--- src/rtl/alu_arbiter.sv ---
// Two-requester round-robin front end for a single shared combinational ALU.
// Each operation goes through IDLE -> EXEC -> RESP, so at most one op is in flight every 3 cycles.
module alu_arbiter #(
    parameter int WIDTH = 32
) (
    input  logic             clk,
    input  logic             reset,

    input  logic             req0_valid,
    output logic             req0_ready,
    input  logic [WIDTH-1:0] req0_op1,
    input  logic [WIDTH-1:0] req0_op2,
    input  logic [3:0]       req0_sel,

    input  logic             req1_valid,
    output logic             req1_ready,
    input  logic [WIDTH-1:0] req1_op1,
    input  logic [WIDTH-1:0] req1_op2,
    input  logic [3:0]       req1_sel,

    output logic             rsp0_valid,
    input  logic             rsp0_ready,
    output logic [WIDTH-1:0] rsp0_result,
    output logic             rsp0_zero,
    output logic             rsp0_err,

    output logic             rsp1_valid,
    input  logic             rsp1_ready,
    output logic [WIDTH-1:0] rsp1_result,
    output logic             rsp1_zero,
    output logic             rsp1_err,

    output logic [WIDTH-1:0] alu_op1,
    output logic [WIDTH-1:0] alu_op2,
    output logic [3:0]       alu_sel,
    input  logic [WIDTH-1:0] alu_result,
    input  logic             alu_zero,

    output logic             busy
);

    typedef enum logic [1:0] {IDLE, EXEC, RESP} state_e;

    state_e           state_q, state_d;
    logic             ptr_q, ptr_d;
    logic             gnt_q, gnt_d;
    logic [WIDTH-1:0] op1_q, op1_d;
    logic [WIDTH-1:0] op2_q, op2_d;
    logic [3:0]       sel_q, sel_d;
    logic [WIDTH-1:0] res_q, res_d;
    logic             zero_q, zero_d;
    logic             err_q, err_d;

    logic             gnt0, gnt1;
    logic             rsp_hs;

    // A lone valid requester wins regardless of the pointer.
    assign gnt0   = req0_valid && (!req1_valid || !ptr_q);
    assign gnt1   = req1_valid && (!req0_valid ||  ptr_q);
    assign rsp_hs = gnt_q ? rsp1_ready : rsp0_ready;

    always_ff @(posedge clk or posedge reset) begin
        if (reset) begin
            state_q <= IDLE;
            ptr_q   <= 1'b0;
            gnt_q   <= 1'b0;
            op1_q   <= '0;
            op2_q   <= '0;
            sel_q   <= '0;
            res_q   <= '0;
            zero_q  <= 1'b0;
            err_q   <= 1'b0;
        end else begin
            state_q <= state_d;
            ptr_q   <= ptr_d;
            gnt_q   <= gnt_d;
            op1_q   <= op1_d;
            op2_q   <= op2_d;
            sel_q   <= sel_d;
            res_q   <= res_d;
            zero_q  <= zero_d;
            err_q   <= err_d;
        end
    end

    always_comb begin
        state_d = state_q;
        ptr_d   = ptr_q;
        gnt_d   = gnt_q;
        op1_d   = op1_q;
        op2_d   = op2_q;
        sel_d   = sel_q;
        res_d   = res_q;
        zero_d  = zero_q;
        err_d   = err_q;
        case (state_q)
            IDLE: begin
                if (gnt0 || gnt1) begin
                    state_d = EXEC;
                    gnt_d   = gnt1;
                    op1_d   = gnt1 ? req1_op1 : req0_op1;
                    op2_d   = gnt1 ? req1_op2 : req0_op2;
                    sel_d   = gnt1 ? req1_sel : req0_sel;
                end
            end
            EXEC: begin
                state_d = RESP;
                res_d   = alu_result;
                zero_d  = alu_zero;
                err_d   = !(sel_q inside {4'b0000, 4'b0001, 4'b0010, 4'b0110, 4'b0111, 4'b1100});
            end
            RESP: begin
                if (rsp_hs) begin
                    state_d = IDLE;
                    ptr_d   = !gnt_q;
                end
            end
            default: state_d = IDLE;
        endcase
    end

    always_comb begin
        req0_ready  = (state_q == IDLE) && gnt0;
        req1_ready  = (state_q == IDLE) && gnt1;
        rsp0_valid  = (state_q == RESP) && !gnt_q;
        rsp1_valid  = (state_q == RESP) &&  gnt_q;
        busy        = (state_q != IDLE);
        rsp0_result = res_q;
        rsp0_zero   = zero_q;
        rsp0_err    = err_q;
        rsp1_result = res_q;
        rsp1_zero   = zero_q;
        rsp1_err    = err_q;
        alu_op1     = op1_q;
        alu_op2     = op2_q;
        alu_sel     = sel_q;
    end

endmodule

--- config.mk ---
export PLATFORM = sky130hd
export DESIGN_NAME = alu_arbiter
export DESIGN_NICKNAME = d
export VERILOG_FILES = /design/src/rtl/alu_arbiter.sv
export SDC_FILE = /design/constraint.sdc
export NUM_CORES = 1
export LEC_CHECK = 0
export ABC_AREA = 1
export CORE_AREA = 2 2 124 126
export CTS_CLUSTER_SIZE = 30
export DETAILED_ROUTE_END_ITERATION = 7
export DIE_AREA = 0 0 126 128
export PLACE_DENSITY_LB_ADDON = 0.2
export SETUP_SLACK_MARGIN = 0.02
export SYNTH_ARGS = -nofsm -noshare
export SYNTH_HDL_FRONTEND = slang
export SYNTH_SLANG_ARGS = --single-unit
--- constraint.sdc ---
create_clock -name clk -period 7.85 [get_ports clk]
set_input_delay 1.1775 -clock clk [delete_from_list [all_inputs] [get_ports clk]]
set_output_delay 1.1775 -clock clk [all_outputs]
set_load 0.02 [all_outputs]
## Word level (Yosys, flattened, before mapping)

Cells that the tools add are included.

| storage, ports and cells | value |
|---|---|
| output and inout bits | 141 |
| input port bits | 175 |
| logic and storage cells | 46 |
| flip-flop bits (word level) | 106 |

| cells by class | value |
|---|---|
| multiplexer cells | 7 |
| equal/unequal tests | 9 |
| reduce and logical (&&, ||, !) cells | 21 |

Operators with widths:

| operator | count |
|---|---|
| two-way mux 32 bit | 2 |
| equality test 4 x 3 -> 1 bit (second input constant) | 2 |
| logical AND 1 bit | 6 |
| one-hot mux 2 bit (3 select lines) | 1 |
| AND reduction 2 bit | 3 |
| nonzero test 6 bit | 1 |
| zero test 1 bit | 5 |
| equality test 4 x 1 -> 1 bit (second input constant) | 1 |
| equality test 4 x 2 -> 1 bit (second input constant) | 1 |
| equality test 4 bit (second input constant) | 1 |
| zero test 4 bit | 1 |
| two-way mux 2 bit | 2 |
| two-way mux 4 bit | 1 |
| != test 2 bit (second input constant) | 2 |
| logical OR 1 bit | 3 |
| equality test 2 x 1 -> 1 bit (second input constant) | 1 |
| equality test 2 bit (second input constant) | 1 |
| zero test 2 bit | 1 |
| nonzero test 2 bit | 1 |
| two-way mux 1 bit | 1 |

## Depth between registers and ports, before layout

| logic depth | value |
|---|---|
| word-level depth | 6 |
| gate-level depth with buffers | 9 |
| gate-level depth less buffers | 7 |

## Least setup slack after synthesis

Ideal clock, no wire load.

| timing | value |
|---|---|
| path kind | input to output |
| start point | in req0_valid |
| end point | out req1_ready |
| required time | 6.673 ns |
| buffers on the path | 2 |
| cell stages on the path | 7 |
| arrival | 1.907 ns |
| setup slack | 4.766 ns |
| path through | inv_1 > nand2_2 > nand2_2 > buf_4 > buf_4 > nand2_1 > inv_1 |

| between the ends | value |
|---|---|
| longest elaborated chain between the ends | 4 |

Ends and longest elaborated chain:

| item | line | text |
|---|---|---|
| from (decl) | 9 | `input logic req0_valid,` |
| zero test 1 bit | 59 | `assign gnt1 = req1_valid && (!req0_valid \|\| ptr_q);` |
| logical OR 1 bit | 59 |  |
| logical AND 1 bit | 59 |  |
| logical AND 1 bit | 124 | `req1_ready = (state_q == IDLE) && gnt1;` |
| to (decl) | 16 | `output logic req1_ready,` |

No other way between the ends.

## Worst setup path after layout

| timing | value |
|---|---|
| start point | in req1_valid |
| end point | out req0_ready |

| between the ends | value |
|---|---|
| longest elaborated chain between the ends | 4 |

Ends and longest elaborated chain:

| item | line | text |
|---|---|---|
| from (decl) | 15 | `input logic req1_valid,` |
| zero test 1 bit | 58 | `assign gnt0 = req0_valid && (!req1_valid \|\| !ptr_q);` |
| logical OR 1 bit | 58 |  |
| logical AND 1 bit | 58 |  |
| logical AND 1 bit | 123 | `req0_ready = (state_q == IDLE) && gnt0;` |
| to (decl) | 10 | `output logic req0_ready,` |

No other way between the ends.

==> impl_metrics.env <==
export IMPL_status="complete, no violations"
export IMPL_clk_pin_slew_ns=0.07
export IMPL_yosysMostFrequentCell="nand2_1"
export IMPL_cpMostUsedCell="clkdlybuf4s50_1"
export IMPL_fin_hold_ws_ns=0.476
export IMPL_crit_arrival_ns=3.19
export IMPL_synth_cells=733
export IMPL_crit_buf_inv=3
export IMPL_grt_overflow=0
export IMPL_cts_hold_buf=0
export IMPL_ios=316
export IMPL_min_from="alu_op2[27]"
export IMPL_path_class="primary input to output pin"
export IMPL_p_per_area_mw_per_mm2=394
export IMPL_multi_input_area_mm2=0.00212
export IMPL_hold_viol=0
export IMPL_worstPathRequired_ns=6.67
export IMPL_drt_wl_total_mm=17.3
export IMPL_clk_path_buf_depth=2
export IMPL_die_w_um=126
export IMPL_grt_max_degree=72
export IMPL_fill_cells=1391
export IMPL_finalSetupViolations=0
export IMPL_synth_cell_type_count=14
export IMPL_hold_end="alu_op2[27]"
export IMPL_yosys_top_cells_count="nand2_1 (457), dfrtp_1 (106), nand3_1 (70)"
export IMPL_synth_edff_count=0
export IMPL_hold_path_cell_count=2
export IMPL_yosysTopAreaCell="dfrtp_1"
export IMPL_syn_area_mm2=0.00529
export IMPL_numCtsBuffers=9
export IMPL_fmax_mhz=229
export IMPL_fin_setup_tns_ns=0
export IMPL_syn_area_per_cell_um2=7.21
export IMPL_cts_setup_buffers=0
export IMPL_worstReg2RegStart="ptr_q"
export IMPL_worstPathMaxFanout=71
export IMPL_start_util=0.356
export IMPL_h_tree_depth=3
export IMPL_hpwl_mm=12.1
export IMPL_ys_seq_area_frac=0.502
export IMPL_finalCritPeriodShare=0.557
export IMPL_synth_net_count=908
export IMPL_p_leak_nw=4.28
export IMPL_worst_r2r_cell_count=9
export IMPL_drive_gt1_frac=0.0271
export IMPL_ir_worst_vdd_mv=0.142
export IMPL_synth_main_ff_cell="dfrtp_1"
export IMPL_critPathMaxStageDelay_ns=0.63
export IMPL_layout_setup_ws_ns=3.48
export IMPL_dieHeight_um=128
export IMPL_cts_tree="yes"
export IMPL_rsz0062_at_grt="no"
export IMPL_num_rows=45
export IMPL_clk_root_buffer_cell="clkbuf_16"
export IMPL_ant_nets=0
export IMPL_grtUsageTotal=0.214
export IMPL_slew_headroom=0.327
export IMPL_route_vias_total=5388
export IMPL_regArea_mm2=0.00265
export IMPL_crit_path_start_kind="primary input"
export IMPL_drc=0
export IMPL_grt_pass1_vias=5179
export IMPL_die_area_mm2=0.0161
export IMPL_cp_top_family="buffers and inverters"
export IMPL_period_needed_ns=4.37
export IMPL_path_cells="clkdlybuf4s50_1, nand2_2, buf_4, nand2_1, nor2_1, clkdlybuf4s50_1"
export IMPL_area_growth_pct=61.8
export IMPL_reg2reg_to="alu_op2[16]"
export IMPL_diodes=0
export IMPL_initialDrtViolationCount=265
export IMPL_worst_slew_pin_slew_ns=1.00
export IMPL_synth_area_top_cells="dfrtp_1 (50%), nand2_1 (32%), nand3_1 (6.6%)"
export IMPL_wire_per_inst_um=14.6
export IMPL_fin_nets=1166
export IMPL_skew_ns=0.00707
export IMPL_synth_warnings=0
export IMPL_slew_violations=0
export IMPL_min_path_type="flop to flop"
export IMPL_vias_per_cell=4.55
export IMPL_dp_slack_ns=3.44
export IMPL_core_area_mm2=0.0149
export IMPL_async_flop_share=1.00
export IMPL_antenna_found_initial=0
export IMPL_synth_top_area_frac=0.502
export IMPL_io_buffer_count=315
export IMPL_gp_congestion=0.783
export IMPL_endpoint_kind="output pin"
export IMPL_cts_sinks=106
export IMPL_cts_resized=0
export IMPL_critical_path_slowest_cell="clkdlybuf4s50_1"
export IMPL_grt_pass1_wl_mm=27.4
export IMPL_r2r_setup_slack_ns=4.70
export IMPL_clk_latency_ns=0.34
export IMPL_drt_pass1_iter_count=4
export IMPL_synth_ff_latch_count=106
export IMPL_cap_violations=0
## cells in the final DEF, fill, tap and decap left out, types with 2 or more instances in the layout
cell / Yosys / final
clkbuf_1: 13 / 2
nand3_1: 70 / 70
buf_4: 37 / 7
nand2_1: 457 / 457
clkbuf_8: 0 / 3
clkbuf_16: 0 / 9
clkinv_2: 0 / 2
dfrtp_1: 106 / 106
clkdlybuf4s50_1: 0 / 315
inv_1: 11 / 10
o21ai_0: 3 / 3
nor2_1: 5 / 5
nand2_2: 4 / 4
## worst max-delay path by stage
| stage | slack (ns) | depth (start not counted) | end | startpoint |
|---|---|---|---|---|
| after detailed placement | 3.44 | 10 | alu_op2[16] | req1_valid |
| after CTS | 3.45 | 6 | req0_ready | req1_valid |
| after floorplan | 3.88 | 1 | alu_op1[0] | reset |
| after global routing | 3.28 | 6 | req0_ready | req1_valid |
| final | 3.48 | 6 | req0_ready | req1_valid |
| after global placement | 3.47 | 6 | req0_ready | req1_valid |
## cells by family after synthesis
kind of cell	synth area share
AO/OA/AOI/OAI	0.00284
buffers and inverters	0.0963
flip-flops	0.502
AND/OR/NAND/NOR	0.399
## where the power goes
part | switching (W) | leakage, nW | internal (W) | total [W]
sequential | 0.000176 | 1.31 | 0.000813 | 0.000989
combinational | 0.00109 | 2.83 | 0.000854 | 0.00195
clock | 0.000194 | 0.143 | 0.000241 | 0.000435
## through the flow
stage	area [um^2]	utilization	instances	power, W
2_1_floorplan	5290	-	733	0.00212
4_1_cts	8550	0.575	1184	0.00340
5_1_grt	8550	0.575	1184	0.00361
6_report	8550	0.575	1184	0.00337
3_3_place_gp	8270	0.556	1168	0.00294
3_5_place_dp	8270	0.556	1168	0.00296
## sequential cells by signal (all words and copies together) (netlist names)
register	flops
rsp0_err	1
rsp0_result	32
alu_sel	4
state_q	2
gnt_q	1
rsp0_zero	1
alu_op2	32
ptr_q	1
alu_op1	32
## area by class of cell
type,instances,area share
clock buffer,14,0.0320
clock inverter,2,0.00117
inverter,13,0.00600
multi-input combinational,539,0.248
sequential,106,0.310
tap,188,0.0275
timing repair buffer,322,0.375
## layer usage
metal	track usage	wire [um]	up-vias	share of wire
li1	-	-	2720	-
met1	0.274	7220	2417	0.42
met2	0.354	8280	229	0.48
met3	0.0622	1490	22	0.086
met4	0.0666	303	0	0.018
met5	0	0	-	0
## worst reg2reg max path: stages (launching register included)
cell,delay (ns)
dfrtp_1,0.43
nand2_2,0.07
buf_4,0.59
nand3_1,0.18
nand2_2,0.09
buf_4,0.57
inv_2,0.49
buf_4,0.40
nand2_1,0.14
nand2_1,0.06
Power figures use the tool's default switching activity.
